==> src/rtl/bridge_bus2ram.sv <==
// Bus slave that bridges a read/write command channel onto a single-port RAM, with up to two responses in flight.
// Define BRIDGE_BUS2RAM_WRITE_RESP_EN for non-posted writes; without it, writes are posted and produce no response.
module bridge_bus2ram #(
    parameter int unsigned ADDR_WIDTH = 32,
    parameter int unsigned DATA_WIDTH = 32
) (
    input  logic                    clk,
    input  logic                    reset_n,
    // bus slave side
    input  logic                    bus_mreset_n_i,
    input  logic [2:0]              bus_mcmd_i,
    input  logic [ADDR_WIDTH-1:0]   bus_maddr_i,
    input  logic [DATA_WIDTH-1:0]   bus_mdata_i,
    input  logic [DATA_WIDTH/8-1:0] bus_mbyteen_i,
    input  logic                    bus_mrespaccept_i,
    output logic                    bus_scmdaccept_o,
    output logic [1:0]              bus_sresp_o,
    output logic [DATA_WIDTH-1:0]   bus_sdata_o,
    // ram client side
    output logic                    ram_en_o,
    output logic                    ram_we_o,
    output logic [ADDR_WIDTH-1:0]   ram_addr_o,
    output logic [DATA_WIDTH/8-1:0] ram_be_o,
    output logic [DATA_WIDTH-1:0]   ram_data_w_o,
    input  logic [DATA_WIDTH-1:0]   ram_data_r_i,
    input  logic                    ram_delay_i
);

    localparam logic [2:0] CMD_WR    = 3'd1;
    localparam logic [2:0] CMD_RD    = 3'd2;
    localparam logic [1:0] RESP_NULL = 2'd0;
    localparam logic [1:0] RESP_DVA  = 2'd1;
`ifdef BRIDGE_BUS2RAM_WRITE_RESP_EN
    localparam bit WRITE_RESP = 1'b1;
`else
    localparam bit WRITE_RESP = 1'b0;
`endif

    logic                  pending_q, pending_d;
    logic                  pending_wr_q, pending_wr_d;
    logic [DATA_WIDTH-1:0] fifo_q [2];
    logic [DATA_WIDTH-1:0] fifo_d [2];
    logic                  wr_ptr_q, wr_ptr_d;
    logic                  rd_ptr_q, rd_ptr_d;
    logic [1:0]            cnt_q, cnt_d;

    logic                  flush, is_rd, is_wr, valid_cmd, needs_credit;
    logic                  credit_ok, fwd, accept;
    logic                  fifo_empty, head_valid, pop, fifo_pop, push;
    logic [1:0]            outstanding;
    logic [DATA_WIDTH-1:0] pend_word;

    // Command decode, credit and RAM forwarding; credit uses registered state only.
    always_comb begin
        flush        = !bus_mreset_n_i || !reset_n;
        is_rd        = (bus_mcmd_i == CMD_RD);
        is_wr        = (bus_mcmd_i == CMD_WR);
        valid_cmd    = is_rd || is_wr;
        needs_credit = is_rd || WRITE_RESP;
        outstanding  = 2'({1'b0, pending_q}) + cnt_q;
        credit_ok    = (outstanding < 2'd2);
        fwd          = valid_cmd && !flush && (credit_ok || !needs_credit);
        accept       = fwd && !ram_delay_i;
    end

    assign bus_scmdaccept_o = accept;
    assign ram_en_o         = fwd;
    assign ram_we_o         = fwd && is_wr;
    assign ram_addr_o       = bus_maddr_i;
    assign ram_be_o         = bus_mbyteen_i;
    assign ram_data_w_o     = bus_mdata_i;

    // Response head: FIFO first, else the word returning from RAM this cycle.
    always_comb begin
        pend_word  = pending_wr_q ? '0 : ram_data_r_i;
        fifo_empty = (cnt_q == 2'd0);
        head_valid = !fifo_empty || pending_q;
        pop        = head_valid && bus_mrespaccept_i;
        fifo_pop   = pop && !fifo_empty;
        push       = pending_q && !(fifo_empty && pop);
        if (!fifo_empty) begin
            bus_sdata_o = fifo_q[rd_ptr_q];
        end else if (pending_q) begin
            bus_sdata_o = pend_word;
        end else begin
            bus_sdata_o = '0;
        end
    end

    assign bus_sresp_o = head_valid ? RESP_DVA : RESP_NULL;

    // Next-state for pending flag and response FIFO.
    always_comb begin
        pending_d    = accept && needs_credit;
        pending_wr_d = accept && is_wr && WRITE_RESP;
        fifo_d       = fifo_q;
        wr_ptr_d     = wr_ptr_q;
        rd_ptr_d     = rd_ptr_q;
        cnt_d        = cnt_q + 2'(push) - 2'(fifo_pop);
        if (push) begin
            fifo_d[wr_ptr_q] = pend_word;
            wr_ptr_d         = ~wr_ptr_q;
        end
        if (fifo_pop) begin
            rd_ptr_d = ~rd_ptr_q;
        end
        if (flush) begin
            pending_d    = 1'b0;
            pending_wr_d = 1'b0;
            wr_ptr_d     = 1'b0;
            rd_ptr_d     = 1'b0;
            cnt_d        = 2'd0;
        end
    end

    always_ff @(posedge clk or negedge reset_n) begin
        if (!reset_n) begin
            pending_q    <= 1'b0;
            pending_wr_q <= 1'b0;
            fifo_q[0]    <= '0;
            fifo_q[1]    <= '0;
            wr_ptr_q     <= 1'b0;
            rd_ptr_q     <= 1'b0;
            cnt_q        <= 2'd0;
        end else begin
            pending_q    <= pending_d;
            pending_wr_q <= pending_wr_d;
            fifo_q       <= fifo_d;
            wr_ptr_q     <= wr_ptr_d;
            rd_ptr_q     <= rd_ptr_d;
            cnt_q        <= cnt_d;
        end
    end

endmodule

==> config.mk <==
export PLATFORM = sky130hd
export DESIGN_NAME = bridge_bus2ram
export DESIGN_NICKNAME = d
export VERILOG_FILES = /design/src/rtl/bridge_bus2ram.sv
export SDC_FILE = /design/constraint.sdc
export NUM_CORES = 1
export LEC_CHECK = 0
export ABC_AREA = 1
export CELL_PAD_IN_SITES_DETAIL_PLACEMENT = 1
export CELL_PAD_IN_SITES_GLOBAL_PLACEMENT = 1
export CORE_ASPECT_RATIO = 1.25
export CORE_UTILIZATION = 31
export CTS_BUF_LIST = sky130_fd_sc_hd__clkbuf_4
export CTS_CLUSTER_SIZE = 14
export DETAILED_ROUTE_END_ITERATION = 16
export PLACE_DENSITY = 0.95
export SLEW_MARGIN = 15
export SYNTH_ARGS = -nofsm -noshare
export SYNTH_HDL_FRONTEND = slang
export SYNTH_SLANG_ARGS = --single-unit
==> constraint.sdc <==
create_clock -name clk -period 3.96 [get_ports clk]
set_input_delay 0.396 -clock clk [delete_from_list [all_inputs] [get_ports clk]]
set_output_delay 0.396 -clock clk [all_outputs]
set_load 0.01 [all_outputs]
==> results.yml <==
status:
  run_status: "finished clean"
floorplan:
  chipWidth_um: 104.9
  fp-row-count: 46
  core-area_um2: 12780
  die_y_um: 130.6
  die-area_um2: 13700
  ios: 213
  initial_utilization: 0.3210
synthesis:
  yosysSeqAreaShare: 0.4210
  synth.net_count: 583
  ys_types: 27
  ys_warn_count: 0
  synth_ff_type: "dfrtp_1"
  netlist_instances: 473
  syn_area_um2: 4101
  synth_edf_count: 0
  avgSynthCellArea_um2: 8.671
  ys_ff_latch: 69
  async_flop_share: 1.000
sta:
  fin_setup_tns_ps: 0
  fmax_ghz: 0.3198
  finClkSkew_ps: 15.28
  fin_crit_sh: 0.7896
  min_period_ps: 3127
  max_slew_margin: 0.3244
  holdWs_ps: 462.8
  drv_slew: 0
  rsz0062_at_grt: "false"
  hold_violations: 0
  setup_viol: 0
  tightestPinTransition_ps: 1013
clock_network:
  clk_latency_ps: 410
  cts_tree: "done"
  cts_max_level: 3
  clockRootBuffer: "clkbuf_4"
  numCtsBuffers: 9
  clkTransAtPathRegs_ps: 120
  clockBufferDepth: 2
  cts_resized: 0
  clock_sinks: 69
worst_setup_path:
  crit_path_start_kind: "register"
  end_kind: "output port"
  crit_start: "cnt_q[0]"
  crit_fanout: 33
  critPathRequiredTime_ps: 3560
  cp_cell_sequence: "nor2_4 -> inv_1 -> o21ai_0 -> o22ai_1 -> clkdlybuf4s50_1"
  worstSetupPathType: "register to output port"
  crit_slowest_cell: "inv_1"
  r2r_cells: 5
  critPathArrivalTime_ps: 2730
  slowest_delay_ps: 730
  worstReg2RegStart: "cnt_q[0]"
place:
  io_buffers: 75
  place.gp.congestion: 0.7488
  place_area_um2: 4324
  post-dp-hpwl_um: 6894
global_routing:
  first_global_vias: 3370
  grt_pass1_wl_um: 16730
  grt_overflow_total: 0
  grt_max_degree: 66
  grt_use_total: 0.1543
  antenna_found_initial: 0
route:
  drc: 0
  routed_wl_um: 9966
  num_vias: 3086
  viasPerCell: 4.814
  drt_iter0_drc: 98
  drtPass1Iterations: 4
  wl_per_cell_um: 15.55
  ant_nets: 0
layout:
  diodes: 0
  area_growth_pct: 8.938
  final_area_um2: 4468
  nets: 578
  final_common_cell: "clkdlybuf4s50_1"
  mostFrequentLayoutCells: "74 x clkdlybuf4s50_1, 69 x dfrtp_1, 65 x nand2_1"
  drive_above_1_share: 0.1564
pwr:
  ir_worst_vdd_v: 0.0001367
  powerDensity_nw_per_um2: 304.4
  power.leakage_nw: 2.106
flow_run:
  maxCapViolCount: 0
worst_hold_path:
  hold_class: "primary input to async pin"
-- final cells by class --
type / instances / area [um2]
Multi-Input combinational cell: 259 / 1425
Sequential cell: 69 / 1727
Inverter: 49 / 183.9
Clock buffer: 11 / 82.58
Tap cell: 168 / 210.2
Fill cell: 1540 / 8309
Timing Repair Buffer: 80 / 788.3
Clock inverter: 5 / 51.30
-- cells in the mapped netlist, types with 4 or more instances --
cell type	n	share of area
nand2_1	65	0.059
o21ai_0	35	0.043
clkbuf_2	4	0.0049
buf_6	12	0.033
clkbuf_1	6	0.0055
nand2_2	10	0.015
o22ai_1	32	0.049
nand3_1	4	0.0049
inv_1	49	0.045
o21ai_1	23	0.028
o21ai_2	39	0.083
buf_4	70	0.13
nor2_1	38	0.035
dfrtp_1	69	0.42
-- per-layer routing --
| metal | track usage | share of wire | vias up |
|---|---|---|---|
| met3 | 0.03819 | 0.046 | 44 |
| met5 | 0 | 0 | - |
| met4 | 0.08285 | 0.035 | 0 |
| met2 | 0.2719 | 0.52 | 76 |
| met1 | 0.1736 | 0.40 | 1511 |
| li1 | - | - | 1455 |
-- through the flow --
stage | cells | total power, mW | worst slack, ps | utilization
2_1_floorplan | 473 | 0.9160 | 2429 | -
4_1_cts | 641 | 1.383 | 730.0 | 0.3497
6_report | 641 | 1.360 | 833.3 | 0.3497
3_3_place_gp | 624 | 0.9129 | 1408 | 0.3384
5_1_grt | 641 | 1.439 | 561.8 | 0.3497
3_5_place_dp | 624 | 0.9257 | 1195 | 0.3384
-- final timing paths --
kind / to / slack, ps
min in group clk: fifo_q[32] / 490
worst max-delay path: bus_sdata_o[15] / 830
max in group asynchronous: fifo_q[57] / 2610
worst min register to register: fifo_q[32] / 490
worst max register to register: fifo_q[27] / 2040
worst min-delay path: fifo_q[59] / 460
-- power breakdown --
group	total, mW	switching [mW]	internal, mW
Combinational	0.140	0.0726	0.0671
Sequential	0.770	0.0231	0.747
Clock	0.450	0.247	0.203
Total	1.36	0.343	1.02
-- registers in the layout, indices dropped and copies added, names as in the netlist --
register	count
rd_ptr_q	1
fifo_q	64
wr_ptr_q	1
cnt_q	2
pending_q	1
-- critical path, delay by kind of cell (launching register included) --
kind	cells	cell delay (ps)
compound gates	2	500
simple gates	1	80
buf+inv	2	1300
flops	1	460
-- timing repair --
item / 4_1_cts / 5_1_grt
setup buffers: 0 / 0
endpoints found under the hold margin: 32 / 0
hold buffers: 1 / 0
-- kinds of logic after synthesis --
kind of cell               synth area share
and+or+nand+nor                      0.1342
other                             0.0009143
DFF                                  0.4210
xor gates and xnor gates           0.002136
AOI/OAI and AO/OA                    0.2041
buffers and inverters                0.2315
adders and majority gates          0.006100
Note: power is estimated with default switching activity, not from simulation.
